$ cat config.mk
export PLATFORM = sky130hd
export DESIGN_NAME = morse_rx_flat
export DESIGN_NICKNAME = d
export VERILOG_FILES = /design/src/rtl/morse_rx_if.sv /design/src/rtl/morse_rx.sv /design/src/flat_wrapper.sv
export SDC_FILE = /design/constraint.sdc
export NUM_CORES = 1
export LEC_CHECK = 0
export BUFFER_PORTS_ARGS = -buffer_cell sky130_fd_sc_hd__buf_2
export CAP_MARGIN = 40
export CORE_MARGIN = 2
export CORE_UTILIZATION = 55
export DETAILED_ROUTE_END_ITERATION = 8
export PLACE_DENSITY = 0.8
export REMOVE_ABC_BUFFERS = 1
export SLEW_MARGIN = 20
export SYNTH_ARGS = -nofsm -noshare
export SYNTH_HDL_FRONTEND = slang
export SYNTH_SLANG_ARGS = --single-unit
$ cat constraint.sdc
create_clock -name clk -period 3.46 [get_ports clk]
set_input_delay 0.346 -clock clk [delete_from_list [all_inputs] [get_ports clk]]
set_output_delay 0.346 -clock clk [all_outputs]
set_load 0.05 [all_outputs]
$ cat src/rtl/morse_rx_if.sv
`default_nettype none
// ============================================================================
// Module      : morse_rx_if
// Description : Character output channel of the Morse receiver. Carries the
//               decoded character with its valid/ready handshake and the
//               sticky overrun flag with its clear strobe.
// Revision    : 1.0 - initial release
// ============================================================================
interface morse_rx_if;
    logic [7:0] ascii_out;
    logic       valid;
    logic       ready;
    logic       overrun;
    logic       clr_overrun;

    // Receiver side: produces characters and the overrun flag
    modport master (
        output ascii_out,
        output valid,
        output overrun,
        input  ready,
        input  clr_overrun
    );

    // Consumer side
    modport slave (
        input  ascii_out,
        input  valid,
        input  overrun,
        output ready,
        output clr_overrun
    );
endinterface
`default_nettype wire

$ cat src/rtl/morse_rx.sv
`default_nettype none
// ============================================================================
// Module      : morse_rx
// Description : Morse receiver/decoder. Synchronises the keyed line, measures
//               mark/space lengths in unit ticks placed at mid-unit, classifies
//               dots and dashes, detects letter and word gaps and emits
//               uppercase ASCII through a one-entry holding register.
// Revision    : 1.0 - initial release
// ============================================================================
module morse_rx #(
    parameter int SYNC_STAGES = 2,
    parameter int MAX_SYMBOLS = 6
) (
    input  wire logic        clk,
    input  wire logic        arst_n,
    input  wire logic        morse_in,
    input  wire logic [31:0] prescaler,
    morse_rx_if.master       rx
);

    localparam int c_LEN_W = $clog2(MAX_SYMBOLS + 1);

    typedef enum logic [1:0] {
        ST_IDLE = 2'd0,
        ST_MARK = 2'd1,
        ST_GAP  = 2'd2,
        ST_WORD = 2'd3
    } state_t;

    logic [SYNC_STAGES-1:0] r_sync;
    logic                   r_s_prev;
    logic [31:0]            r_phase;
    logic [3:0]             r_run;
    state_t                 r_state;
    logic [MAX_SYMBOLS-1:0] r_bits;
    logic [c_LEN_W-1:0]     r_len;
    logic                   r_err;
    logic                   r_emit;
    logic [7:0]             r_emit_char;
    logic [7:0]             r_ascii;
    logic                   r_valid;
    logic                   r_overrun;

    logic        w_s_in;
    logic        w_edge;
    logic        w_rise;
    logic        w_fall;
    logic [31:0] w_period;
    logic [31:0] w_half;
    logic        w_tick;
    logic        w_sym;
    logic [5:0]  w_pat6;
    logic [2:0]  w_len3;
    logic        w_len_fit;
    logic [7:0]  w_lookup;
    logic        w_drop;

    assign w_s_in = r_sync[SYNC_STAGES-1];
    assign w_edge = w_s_in ^ r_s_prev;
    assign w_rise = w_s_in & ~r_s_prev;
    assign w_fall = ~w_s_in & r_s_prev;

    // Unit period; 0 and 1 both mean a single cycle
    assign w_period = (prescaler < 32'd2) ? 32'd1 : prescaler;
    assign w_half   = (w_period[31:1] == 31'd0) ? 32'd1 : {1'b0, w_period[31:1]};
    // An edge restarts the unit grid, so a tick on that same cycle is void
    assign w_tick   = (r_phase == 32'd1) & ~w_edge;
    // Marks of three or more units are dashes
    assign w_sym    = (r_run >= 4'd3);

    // Two-flop (or deeper) synchroniser plus previous-sample register for edges
    always_ff @(posedge clk or negedge arst_n) begin
        if (!arst_n) begin
            r_sync   <= '0;
            r_s_prev <= 1'b0;
        end else begin
            r_sync   <= {r_sync[SYNC_STAGES-2:0], morse_in};
            r_s_prev <= w_s_in;
        end
    end

    // Mid-unit tick phase and saturating run length in ticks since last edge
    always_ff @(posedge clk or negedge arst_n) begin
        if (!arst_n) begin
            r_phase <= 32'd0;
            r_run   <= 4'd0;
        end else begin
            if (w_edge) begin
                r_phase <= w_half;
            end else if (r_phase <= 32'd1) begin
                r_phase <= w_period;
            end else begin
                r_phase <= r_phase - 32'd1;
            end

            if (w_edge) begin
                r_run <= 4'd0;
            end else if (w_tick && (r_run != 4'd15)) begin
                r_run <= r_run + 4'd1;
            end
        end
    end

    // Pattern as len symbols right-aligned, first symbol most significant
    generate
        if (MAX_SYMBOLS >= 6) begin : g_pat_trunc
            assign w_pat6 = r_bits[5:0];
        end else begin : g_pat_ext
            assign w_pat6 = {{(6 - MAX_SYMBOLS){1'b0}}, r_bits};
        end
    endgenerate

    assign w_len_fit = (32'(r_len) <= 32'd6);
    assign w_len3    = 3'(r_len);

    // Symbol pattern to ASCII; 1 = dash, anything unknown decodes as '?'
    always_comb begin
        w_lookup = 8'h3F;
        if (!r_err && w_len_fit) begin
            case ({w_len3, w_pat6})
                {3'd2, 6'b000001}: w_lookup = 8'h41; // A .-
                {3'd4, 6'b001000}: w_lookup = 8'h42; // B -...
                {3'd4, 6'b001010}: w_lookup = 8'h43; // C -.-.
                {3'd3, 6'b000100}: w_lookup = 8'h44; // D -..
                {3'd1, 6'b000000}: w_lookup = 8'h45; // E .
                {3'd4, 6'b000010}: w_lookup = 8'h46; // F ..-.
                {3'd3, 6'b000110}: w_lookup = 8'h47; // G --.
                {3'd4, 6'b000000}: w_lookup = 8'h48; // H ....
                {3'd2, 6'b000000}: w_lookup = 8'h49; // I ..
                {3'd4, 6'b000111}: w_lookup = 8'h4A; // J .---
                {3'd3, 6'b000101}: w_lookup = 8'h4B; // K -.-
                {3'd4, 6'b000100}: w_lookup = 8'h4C; // L .-..
                {3'd2, 6'b000011}: w_lookup = 8'h4D; // M --
                {3'd2, 6'b000010}: w_lookup = 8'h4E; // N -.
                {3'd3, 6'b000111}: w_lookup = 8'h4F; // O ---
                {3'd4, 6'b000110}: w_lookup = 8'h50; // P .--.
                {3'd4, 6'b001101}: w_lookup = 8'h51; // Q --.-
                {3'd3, 6'b000010}: w_lookup = 8'h52; // R .-.
                {3'd3, 6'b000000}: w_lookup = 8'h53; // S ...
                {3'd1, 6'b000001}: w_lookup = 8'h54; // T -
                {3'd3, 6'b000001}: w_lookup = 8'h55; // U ..-
                {3'd4, 6'b000001}: w_lookup = 8'h56; // V ...-
                {3'd3, 6'b000011}: w_lookup = 8'h57; // W .--
                {3'd4, 6'b001001}: w_lookup = 8'h58; // X -..-
                {3'd4, 6'b001011}: w_lookup = 8'h59; // Y -.--
                {3'd4, 6'b001100}: w_lookup = 8'h5A; // Z --..
                {3'd5, 6'b011111}: w_lookup = 8'h30; // 0 -----
                {3'd5, 6'b001111}: w_lookup = 8'h31; // 1 .----
                {3'd5, 6'b000111}: w_lookup = 8'h32; // 2 ..---
                {3'd5, 6'b000011}: w_lookup = 8'h33; // 3 ...--
                {3'd5, 6'b000001}: w_lookup = 8'h34; // 4 ....-
                {3'd5, 6'b000000}: w_lookup = 8'h35; // 5 .....
                {3'd5, 6'b010000}: w_lookup = 8'h36; // 6 -....
                {3'd5, 6'b011000}: w_lookup = 8'h37; // 7 --...
                {3'd5, 6'b011100}: w_lookup = 8'h38; // 8 ---..
                {3'd5, 6'b011110}: w_lookup = 8'h39; // 9 ----.
                {3'd6, 6'b010101}: w_lookup = 8'h2E; // . .-.-.-
                {3'd6, 6'b110011}: w_lookup = 8'h2C; // , --..--
                {3'd6, 6'b001100}: w_lookup = 8'h3F; // ? ..--..
                {3'd5, 6'b010010}: w_lookup = 8'h2F; // / -..-.
                default:           w_lookup = 8'h3F;
            endcase
        end
    end

    // Receive state machine: symbol accumulation, letter and word gap emits
    always_ff @(posedge clk or negedge arst_n) begin
        if (!arst_n) begin
            r_state     <= ST_IDLE;
            r_bits      <= '0;
            r_len       <= '0;
            r_err       <= 1'b0;
            r_emit      <= 1'b0;
            r_emit_char <= 8'h00;
        end else begin
            r_emit <= 1'b0;
            case (r_state)
                ST_IDLE: begin
                    if (w_rise) begin
                        r_state <= ST_MARK;
                    end
                end
                ST_MARK: begin
                    if (w_fall) begin
                        if (r_run == 4'd0) begin
                            // Sub-tick pulse: leave the symbols untouched
                            r_state <= (r_len == '0) ? ST_IDLE : ST_GAP;
                        end else begin
                            if (r_len == c_LEN_W'(MAX_SYMBOLS)) begin
                                r_err <= 1'b1;
                            end else begin
                                r_bits <= (r_bits << 1) | MAX_SYMBOLS'(w_sym);
                                r_len  <= r_len + c_LEN_W'(1);
                            end
                            r_state <= ST_GAP;
                        end
                    end
                end
                ST_GAP: begin
                    if (w_rise) begin
                        r_state <= ST_MARK;
                    end else if (w_tick && (r_run == 4'd2)) begin
                        r_emit      <= 1'b1;
                        r_emit_char <= w_lookup;
                        r_bits      <= '0;
                        r_len       <= '0;
                        r_err       <= 1'b0;
                        r_state     <= ST_WORD;
                    end
                end
                ST_WORD: begin
                    if (w_rise) begin
                        r_state <= ST_MARK;
                    end else if (w_tick && (r_run == 4'd6)) begin
                        r_emit      <= 1'b1;
                        r_emit_char <= 8'h20;
                        r_state     <= ST_IDLE;
                    end
                end
                default: r_state <= ST_IDLE;
            endcase
        end
    end

    // A character arriving while an unread one is held and not being taken
    assign w_drop = r_emit & r_valid & ~rx.ready;

    // One-entry holding register with valid/ready and sticky overrun
    always_ff @(posedge clk or negedge arst_n) begin
        if (!arst_n) begin
            r_ascii   <= 8'h00;
            r_valid   <= 1'b0;
            r_overrun <= 1'b0;
        end else begin
            if (r_emit && !w_drop) begin
                r_ascii <= r_emit_char;
                r_valid <= 1'b1;
            end else if (r_valid && rx.ready) begin
                r_valid <= 1'b0;
            end

            if (w_drop) begin
                r_overrun <= 1'b1;
            end else if (rx.clr_overrun) begin
                r_overrun <= 1'b0;
            end
        end
    end

    assign rx.ascii_out = r_ascii;
    assign rx.valid     = r_valid;
    assign rx.overrun   = r_overrun;

endmodule
`default_nettype wire

$ cat src/flat_wrapper.sv
// flat-port wrapper written by rule: the top's interface ports become plain ports
module morse_rx_flat 
#(
    parameter int SYNC_STAGES = 2,
    parameter int MAX_SYMBOLS = 6
)
  (clk, arst_n, morse_in, prescaler, rx_ascii_out, rx_valid, rx_overrun, rx_ready, rx_clr_overrun);
  morse_rx_if rx_i ();
  input  wire logic clk;
  input  wire logic arst_n;
  input  wire logic morse_in;
  input  wire logic [31:0] prescaler;
  output wire logic [$bits(rx_i.ascii_out)-1:0] rx_ascii_out;
  output wire logic [$bits(rx_i.valid)-1:0] rx_valid;
  output wire logic [$bits(rx_i.overrun)-1:0] rx_overrun;
  input wire logic [$bits(rx_i.ready)-1:0] rx_ready;
  input wire logic [$bits(rx_i.clr_overrun)-1:0] rx_clr_overrun;
  assign rx_ascii_out = rx_i.ascii_out;
  assign rx_valid = rx_i.valid;
  assign rx_overrun = rx_i.overrun;
  assign rx_i.ready = rx_ready;
  assign rx_i.clr_overrun = rx_clr_overrun;
  morse_rx #(.SYNC_STAGES(SYNC_STAGES), .MAX_SYMBOLS(MAX_SYMBOLS)) u_core (.clk(clk), .arst_n(arst_n), .morse_in(morse_in), .prescaler(prescaler), .rx(rx_i));
endmodule
# ---- After elaboration in Yosys (flattened, before gate mapping)
# Index checks and enable logic that the tools add are counted.
dict set report classes {
  n_addsub 3
  order_cmp 4
  n_eq_ne 58
  mux 49
  n_bitwise 11
  n_reduce_logical 21
}
# op n
set op_table {}
lappend op_table {{one-hot mux 7 bit (39 select lines)} 1}
lappend op_table {{equality test 9 bit, second input constant} 25}
lappend op_table {{equality test 9 x 8 -> 1 bit, second input constant} 12}
lappend op_table {{two-way mux 32 bit} 3}
lappend op_table {{two-way mux 8 bit} 5}
lappend op_table {{equality test 32 x 1 -> 1 bit, second input constant} 1}
lappend op_table {{less-or-equal comparator 32 x 1 -> 1 bit, second input constant} 1}
lappend op_table {{less-than comparator 32 x 2 -> 1 bit, second input constant} 1}
lappend op_table {{subtractor 32 x 1 -> 32 bit, second input constant} 1}
lappend op_table {{logical NOT 31 bit} 1}
lappend op_table {{two-way mux 31 bit} 1}
lappend op_table {{two-way mux 6 bit} 5}
lappend op_table {{equality test 9 x 7 -> 1 bit, second input constant} 2}
lappend op_table {{two-way mux 2 bit} 8}
lappend op_table {{one-hot mux 8 bit (2 select lines)} 1}
lappend op_table {{two-way mux 3 bit} 5}
lappend op_table {{two-way mux 1 bit} 13}
lappend op_table {{one-hot mux 6 bit (2 select lines)} 1}
lappend op_table {{AND reduction 6 bit} 2}
lappend op_table {{inequality test 2 x 1 -> 1 bit, second input constant} 5}
lappend op_table {{nonzero test 2 bit} 5}
lappend op_table {{two-way mux 4 bit} 2}
lappend op_table {{inequality test 2 bit, second input constant} 4}
lappend op_table {{one-hot mux 2 bit (4 select lines)} 1}
lappend op_table {{24 further kinds} 40}
dict set report word_totals {
  ff_bits 70
  in_bits 37
  out_inout_bits 10
}

# ---- Longest topological paths before layout
# Gate-level depths: netlist of the first run.
dict set report depth {
  depth_word 7
  ltp_mapped 10
}

# ---- Worst setup path after synthesis of the first run
# No wires, ideal clock.
dict set report synth_path {
  kind {register -> register}
  startpoint {register u_core.r_phase[7]}
  endpoint {register u_core.r_err}
  arrival_time_ns 2.699
  required_ns 3.338
  slack_ns 0.640
  stages_incl_launch_ff 8
  n_path_buf 1
  path_cell_list {dfrtp_1 or4_4 nor3_4 nand4b_2 or4_4 or4_1 buf_4 a32o_1}
}
dict set report synth_via {
  elab_chain_cells 5
}
# element line_no
set synth_lines {}
lappend synth_lines {{start, declared} morse_rx.sv:32} ;# logic [31:0] r_phase;
lappend synth_lines {{start signal, assigned} morse_rx.sv:89} ;# r_phase <= w_half;
lappend synth_lines {{start signal, assigned} morse_rx.sv:91} ;# r_phase <= w_period;
lappend synth_lines {{start signal, assigned} morse_rx.sv:93} ;# r_phase <= r_phase - 32'd1;
lappend synth_lines {{equality test 32 x 1 -> 1 bit} morse_rx.sv:67} ;# assign w_tick = (r_phase == 32'd1) & ~w_edge;
lappend synth_lines {{AND 1 bit} morse_rx.sv:67}
lappend synth_lines {{logical AND 1 bit} morse_rx.sv:202} ;# end else if (w_tick && (r_run == 4'd2)) begin
lappend synth_lines {{inequality test 2 x 1 -> 1 bit (no source line)} n/a}
lappend synth_lines {{AND reduction 6 bit (no source line)} n/a}
lappend synth_lines {{end signal, assigned} morse_rx.sv:172} ;# r_err <= 1'b0;
lappend synth_lines {{end signal, assigned} morse_rx.sv:190} ;# r_err <= 1'b1;
lappend synth_lines {{end signal, assigned} morse_rx.sv:207} ;# r_err <= 1'b0;
lappend synth_lines {{end, declared} morse_rx.sv:37} ;# logic r_err;
# No other way between the ends.
# A chain may end at the register's enable or synchronous reset.

# ---- Worst setup path after layout of the first run
dict set report layout_path {
  startpoint {register u_core.r_phase[20]}
  endpoint {register u_core.r_err}
}
# The elaborated chain is that of the path after synthesis.

==> impl_metrics.ini, run 1 <==
[outcome]
outcome = finished clean

[drt]
via_per_inst = 6.106
wl_mm = 11.23
route.detailed.drc = 0
vias = 4158
drtAntennaViolNets = 0
drtIter0Drc = 465
first_pass_iters = 5
wl_per_cell_um = 16.48

[finish]
utilization = 0.6248
most-common-layout-cells = dfrtp_1 (68), nand2_1 (51), nor2_1 (49), buf_2 (45), o21ai_0 (42)
num_antenna_cells = 0
nNetsFinal = 619
final_common_cell = dfrtp_1
drive_above_1_share = 0.1840
finalNonFillerCells = 681
fin_area_um2 = 5082
areaGrowthSynthToFinish_pct = 11.59

[global_routing]
gr-usage-met3 = 0.06704
grt_overflow = 0
grt_pass1_vias = 3860
busiest_layer = met2
met1_usage = 0.3636
grtUsageMet2 = 0.3989
gr-usage-all-layers = 0.2591
grt_pass1_wl_mm = 18.39
grt_antenna_before_repair = 0
grt_max_degree = 58

[place]
gp_congestion = 0.9536
dp_hpwl_mm = 8.108
placed_area_um2 = 4852
port_buffers = 45
dpl.cell_count = 663

[setup_path]
critPathLaunchType = flop
setup.worst_path.class = reg -> reg
endpoint_kind = flop
critPathRequiredTime_ps = 3700
path_delay_family = simple AND/OR/NAND/NOR gates
cp_slowest_cell = or4_1
path_buf_inv = 0
slowest_delay_ps = 710
path_cells = or3_1 -> nor4_4 -> nand4b_2 -> or4_4 -> or4_1 -> a32o_1
path_max_fanout = 10
cp.arrival_ps = 3420

[floorplanning]
fp-row-count = 33
die_w_um = 95
coreArea_um2 = 8134
die-height_um = 95
start_util = 0.5599
io_pins = 47
dieArea_um2 = 9025

[job]
drv_cap = 0

[yosys]
yosys_warnings = 0
async_reset_ff_frac = 1.000
ys_ff_latch = 68
avgSynthCellArea_um2 = 8.481
synth_edf_count = 0
netlist_instances = 537
yosys.cell_types.count = 61
netlist_area_um2 = 4554
ys.flop_type = dfrtp_1
ys_seq_area_frac = 0.3736

[sta]
slew_violations = 0
timing.fmax_mhz = 314.2
tns_ps = 0
fin_crit_sh = 0.9198
finalClockSkew_ps = 10.62
max_slew_margin = 0.5097
worst-slew-pin-transition_ps = 716.9
rsz0062_at_grt = false
hold_violations = 0
fin_crit_ps = 3182
setup_viol = 0

[pwr]
leakage_nw = 2.219
ir_drop_mv = 0.3211
power_density_nw_per_um2 = 381.7

[clocking]
cts_made_buffers = 9
path_clk_slew_ps = 70
cts_tree = built
clkLatencyLatePin_ps = 360
clockBufferDepth = 2
htreeDepth = 3
ctsRootBufferMaster = clkbuf_8
cts.sinks = 68
post_cts_buffers = 0

[min_path]
hold_class = in -> reg
synthesized netlist by cell type, drive strengths merged, types with 5 or more instances:
master   n  share of area
nand3   19          0.021
nand2b   9          0.012
dfrtp   68           0.37
nor3    13          0.017
nand3b   6         0.0099
a31oi   11          0.015
o22ai   17          0.023
mux2    19          0.047
xnor2   23          0.044
nand4    6         0.0082
inv     32          0.026
ha      11          0.030
nand2   51          0.042
nor3b    8          0.013
xor2     9          0.017
o21ai   45          0.049
or4      9          0.017
o211ai   6         0.0099
a21oi   13          0.014
nor4    22          0.038
clkbuf  31          0.026
nor2b    5         0.0069
o31ai    6         0.0099
nor2    51          0.044
metrics by stage:
| stage | total power, mW | hold slack, ps | setup WS [ps] |
|---|---|---|---|
| floorplan | 1.130 | 50.41 | 458.4 |
| global placement | 1.216 | 211.7 | 391.8 |
| detailed placement | 1.233 | 217.6 | 329.9 |
| CTS | 1.944 | 90.00 | 294.8 |
| global route | 2.032 | 80.85 | 112.0 |
| finish | 1.940 | 97.44 | 277.5 |
cells by family after synthesis:
logic type                 synth area share
xor gates and xnor gates            0.06154
DFF                                  0.3736
muxes                               0.04918
buffers and inverters               0.05632
AOI/OAI and AO/OA                    0.1610
and+or+nand+nor                      0.2673
adders and majority gates           0.03022
other                             0.0008234
final cells by class:
cell class	count	area [um^2]
tap	105	131.4
sequential	68	1702
inverter	32	120.1
clock buffer	9	123.9
multi-input combinational	403	2599
fill	673	3052
clock inverter	7	91.34
timing repair buffer	57	315.3
worst paths after layout:
path                                          from                    end  slack [ps]  depth (start not counted)
worst min-delay path                      morse_in       u_core.r_sync[0]         100                          1
worst max register to register  u_core.r_phase[20]           u_core.r_err         280                          6
max in group asynchronous                   arst_n      u_core.r_state[1]        2330                          3
min in group asynchronous                   arst_n  u_core.r_emit_char[2]         360                          2
worst max-delay path            u_core.r_phase[20]           u_core.r_err         280                          6
worst min register to register    u_core.r_sync[0]       u_core.r_sync[1]         350                          0
flip-flops by register name (all words and copies together), names as in the netlist:
signal	flops
u_core.r_bits	6
u_core.r_emit	1
u_core.r_emit_char	7
u_core.r_err	1
u_core.r_len	3
u_core.r_phase	32
u_core.r_run	4
u_core.r_s_prev	1
u_core.r_state	2
u_core.r_sync	2
u_core.rx.ascii_out	7
u_core.rx.overrun	1
u_core.rx.valid	1
layer usage:
| layer | vias to the layer above | part of all wire | wire length, um |
|---|---|---|---|
| met2 | 175 | 0.48 | 5344 |
| li1 | 1993 | - | - |
| met5 | - | 0 | 0 |
| met4 | 0 | 0.012 | 131 |
| met3 | 13 | 0.067 | 748 |
| met1 | 1977 | 0.45 | 5001 |
timing repair:
item,in CTS,in global routing
hold endpoints to repair,8,0
hold buffers,1,0
gates resized for setup,0,0
where the power goes:
| group | internal (mW) | switching (mW) | total, mW | leakage (nW) |
|---|---|---|---|---|
| logic | 0.135 | 0.157 | 0.293 | 1.23 |
| clock network | 0.403 | 0.314 | 0.717 | 0.109 |
| registers | 0.858 | 0.0726 | 0.931 | 0.879 |
| total | 1.40 | 0.544 | 1.94 | 2.22 |
No activity file was read; power rests on OpenSTA's default activity.
==> run 2: changes to the inputs <==
--- a/config.mk
+++ b/config.mk
@@ -11,5 +11,5 @@
 export CORE_UTILIZATION = 55
 export DETAILED_ROUTE_END_ITERATION = 8
-export PLACE_DENSITY = 0.8
+export PLACE_DENSITY = 0.75
 export REMOVE_ABC_BUFFERS = 1
 export SLEW_MARGIN = 20
==> constraint.sdc (replaced) <==
create_clock -name clk -period 3.5 [get_ports clk]
set_input_delay 0.35 -clock clk [delete_from_list [all_inputs] [get_ports clk]]
set_output_delay 0.35 -clock clk [all_outputs]
set_load 0.005 [all_outputs]
==> impl_metrics.ini, run 2 (synthesis results as in run 1) <==
[outcome]
outcome = finished clean

[floorplanning]
io_pins = 47
start_util = 0.5599
coreArea_um2 = 8134
dieArea_um2 = 9025
fp-row-count = 33
die_w_um = 95
die-height_um = 95

[global_routing]
grt_overflow = 0
grt_pass1_vias = 3766
grt_pass1_wl_mm = 18.26
gr-usage-all-layers = 0.2568
grt_antenna_before_repair = 0
grt_max_degree = 58

[pwr]
leakage_nw = 2.222
ir_drop_mv = 0.2581
power_density_nw_per_um2 = 368.1

[place]
dp_hpwl_mm = 7.933
placed_area_um2 = 4857
gp_congestion = 0.9284
port_buffers = 45

[setup_path]
setup.worst_path.class = reg -> reg
endpoint_kind = flop
cp.arrival_ps = 3380
reg2reg_depth = 7
path_max_fanout = 10
critPathLaunchType = flop
critPathRequiredTime_ps = 3720

[drt]
wl_per_cell_um = 16.19
vias = 4099
drtIter0Drc = 367
drtAntennaViolNets = 0
wl_mm = 11.02
first_pass_iters = 6
route.detailed.drc = 0
via_per_inst = 6.019

[clocking]
cts.sinks = 68
cts_tree = built
clockBufferDepth = 2
cts_made_buffers = 9
ctsRootBufferMaster = clkbuf_8
clkLatencyLatePin_ps = 350
path_clk_slew_ps = 70
htreeDepth = 3

[sta]
fin_crit_sh = 0.9030
setup_viol = 0
rsz0062_at_grt = false
fin_crit_ps = 3160
slew_violations = 0
timing.fmax_mhz = 316.4
finalClockSkew_ps = 10.50
tns_ps = 0
hold_ws_ps = 108.0
hold_violations = 0
worst-slew-pin-transition_ps = 830.1
max_slew_margin = 0.4429

[job]
drv_cap = 0

[finish]
final_common_cell = dfrtp_1
largest_reg_flops = 32
fill_cells = 734
drive_above_1_share = 0.1823
fin_area_um2 = 5095
areaGrowthSynthToFinish_pct = 11.87
num_antenna_cells = 0
multiInputGateArea_um2 = 2599
regArea_um2 = 1702
regMostFlops = u_core.r_phase
nNetsFinal = 619
most-common-layout-cells = dfrtp_1 (68), nand2_1 (51), nor2_1 (49), buf_2 (45), o21ai_0 (42)

[min_path]
min_delay_path_depth = 1
hold_class = in -> reg
## run 2: final cells by class
cell class / instances / share of cell area
Multi-Input combinational cell: 403 / 0.5101
Sequential cell: 68 / 0.3340
Timing Repair Buffer: 57 / 0.06680
Clock buffer: 12 / 0.03045
Tap cell: 105 / 0.02579
Inverter: 32 / 0.02358
Clock inverter: 4 / 0.009332
## run 2: per-layer routing
layer	up-vias	share of wire	GRT usage
li1	1990	-	-
met1	1973	0.46	0.3662
met2	126	0.47	0.3995
met3	10	0.056	0.05267
met4	0	0.011	0.06643
met5	-	0	0
## run 2: stage by stage
stage               worst slack (ps)  power, mW  cells  utilization
CTS                            351.3      1.879    678       0.6221
global placement               431.4      1.204    662       0.5971
floorplan                      498.4      1.115    503            -
global route                   125.5      1.960    681       0.6264
detailed placement             367.0      1.218    662       0.5971
finish                         339.6      1.875    681       0.6264
## run 2: report_power, final
group          leakage [nW]  switching (mW)  internal, mW
clock                 0.102           0.298         0.366
sequential            0.879          0.0710         0.848
combinational          1.24           0.155         0.137
total                  2.22           0.524          1.35
## run 2: path summary, 6_finish.rpt
kind,start,endpoint,slack (ps)
worst min-delay path,morse_in,u_core.r_sync[0],110
worst min register to register,u_core.r_sync[0],u_core.r_sync[1],350
worst max register to register,u_core.r_phase[20],u_core.r_bits[0],340
min in group asynchronous,arst_n,u_core.rx.ascii_out[5],350
max in group asynchronous,arst_n,u_core.r_bits[1],2520
worst max-delay path,u_core.r_phase[20],u_core.r_bits[0],340
## run 2: repair_timing
action,4_1_cts,5_1_grt
buffers inserted,0,0
endpoints found under the hold margin,0,4
hold buffers,0,1
resized for setup,0,0
## run 2: worst max-delay path: stages (launching register included)
cell and delay (ps):
dfrtp_1 390, or3_1 470, nor4_4 390, nand4b_2 220, or4_4 590, or4_1 700
a21oi_1 220, a21oi_1 50
==> run 3: changes to the inputs <==
- ABC_AREA: unset -> 1
==> impl_metrics.ini, run 3 <==
[clocking]
htreeDepth = 3
clockBufferDepth = 2
cts_tree = built
cts_made_buffers = 9
path_clk_slew_ps = 90
ctsRootBufferMaster = clkbuf_8
clkLatencyLatePin_ps = 360
cts.sinks = 68

[drt]
first_pass_iters = 5
via_per_inst = 5.468
drtIter0Drc = 221
vias = 4861
drtAntennaViolNets = 0
wl_mm = 12.24
wl_per_cell_um = 13.77
route.detailed.drc = 0

[pwr]
switching_power_uw = 674.8
power_density_nw_per_um2 = 368.9
clock_power_share = 0.344
leakage_nw = 2.881
sequentialPowerShare = 0.455
ir_drop_mv = 0.2524
power_frac_comb = 0.201
p_int_mw = 1.341
p_sw_frac = 0.3347

[sta]
setup_viol = 0
hold_violations = 0
fin_crit_ps = 2233
rsz0062_at_grt = false
tns_ps = 0
slew_violations = 0
fin_crit_sh = 0.6380
post-route-worst-setup-slack_ps = 1267
max_slew_margin = 0.6379
finalClockSkew_ps = 13.70
timing.fmax_mhz = 447.9
worst-slew-pin-transition_ps = 542.3

[yosys]
netlist_area_um2 = 4922
avgSynthCellArea_um2 = 6.761
yosys.cell_types.count = 43
ys.flop_type = dfrtp_1
synth_area_leaders = dfrtp_1 (35%), nand2_1 (15%), nor2_1 (9.4%)
async_reset_ff_frac = 1.000
synth_most_common_cell = nand2_1
synth_common_cells = nand2_1 (191), nor2_1 (123), inv_1 (87)
yosys_warnings = 0
synth_top_area_frac = 0.3457
netlist_instances = 728
ys_ff_latch = 68
synth_edf_count = 0
yosysTopAreaCell = dfrtp_1
ys_seq_area_frac = 0.3457

[floorplanning]
fp-row-count = 34
coreArea_um2 = 8721
die-height_um = 98.60
die_w_um = 98.60
io_pins = 47
start_util = 0.5644
dieArea_um2 = 9722

[global_routing]
grt_pass1_wl_mm = 20.71
grt_max_degree = 41
grt_antenna_before_repair = 0
grt_pass1_vias = 4657
grt_overflow = 0
gr-usage-all-layers = 0.2623

[finish]
largest_reg_flops = 32
drive_above_1_share = 0.1396
most-common-layout-cells = nand2_1 (191), nor2_1 (123), inv_1 (87), dfrtp_1 (68), nand3_1 (57)
nNetsFinal = 824
num_antenna_cells = 0
final_common_cell = nand2_1
regMostFlops = u_core.r_phase
areaGrowthSynthToFinish_pct = 11.01

[setup_path]
cp.arrival_ps = 2480
critPathLaunchType = flop
reg2reg_depth = 11
critPathRequiredTime_ps = 3750
setup.worst_path.class = reg -> reg
path_max_fanout = 32
endpoint_kind = flop

[place]
gp_congestion = 1.020
place_ws_ps = 1290
port_buffers = 45
dp_hpwl_mm = 9.274

[outcome]
outcome = finished clean

[min_path]
hold_class = in -> reg
min_delay_path_depth = 1

[job]
drv_cap = 0
-- run 3: worst max-delay path: stages, from the launching register on --
cell	delay, ps
dfrtp_1	390
inv_1	90
ha_1	240
nand2_2	100
nor2_4	180
nand3_2	140
nand2_1	100
nand2_2	240
buf_12	270
o21ai_0	160
o21bai_1	130
nand2_1	80
-- run 3: cell families after synthesis --
group,after synthesis,synth area share
adder cells (fa/ha/maj),11,0.02796
flip-flops,68,0.3457
buffers and inverters,106,0.08693
XOR/XNOR,18,0.03203
AND/OR/NAND/NOR,426,0.3739
AO/OA/AOI/OAI,91,0.1167
other,1,0.0007619
multiplexers,7,0.01602
-- run 3: what timing repair did --
item,CTS,global route
hold buffers,1,0
endpoints found under the hold margin,18,0
setup buffers,0,0
gates resized for setup,0,0
-- run 3: worst paths after layout --
kind                                    from            endpoint  slack [ps]
setup / recovery           u_core.r_phase[0]  u_core.r_phase[26]        1270
hold / removal                      morse_in    u_core.r_sync[0]          90
setup reg to reg           u_core.r_phase[0]  u_core.r_phase[26]        1270
hold reg to reg             u_core.r_sync[0]    u_core.r_sync[1]         370
max in group asynchronous             arst_n  u_core.r_phase[16]        2240
min in group asynchronous             arst_n   u_core.r_phase[8]         520
-- run 3: power by group through the flow --
stage	clock network [mW]	logic, mW	registers, mW
finish	0.693	0.405	0.918
global route	0.741	0.467	0.927
CTS	0.702	0.404	0.916
detailed placement	0	0.400	0.930
global placement	0	0.389	0.928
floorplan	0	0.290	0.916
-- run 3: metal layers --
| metal | up-vias | part of all wire | GRT usage |
|---|---|---|---|
| met1 | 2222 | 0.42 | 0.3210 |
| li1 | 2440 | - | - |
| met3 | 36 | 0.048 | 0.04255 |
| met5 | - | 0 | 0 |
| met2 | 163 | 0.49 | 0.4490 |
| met4 | 0 | 0.039 | 0.1307 |
-- run 3: cell type report --
type                            instances  area, um^2
Fill cell                             791        3257
Multi-Input combinational cell        554        2793
Sequential cell                        68        1702
Inverter                               93       349.1
Timing Repair Buffer                   50       277.8
Tap cell                              108       135.1
Clock buffer                            9       123.9
Clock inverter                          7       83.83
-- run 3: per-stage QoR --
step	hold WS [ps]	instances	instance area, um^2	total power [mW]	utilization
after floorplan	54.41	715	4843	1.205	-
after global placement	337.6	871	5226	1.317	0.5993
after detailed placement	351.5	872	5246	1.330	0.6016
after CTS	74.01	889	5464	2.022	0.6265
after global routing	71.04	889	5464	2.135	0.6265
final	92.23	889	5464	2.016	0.6265
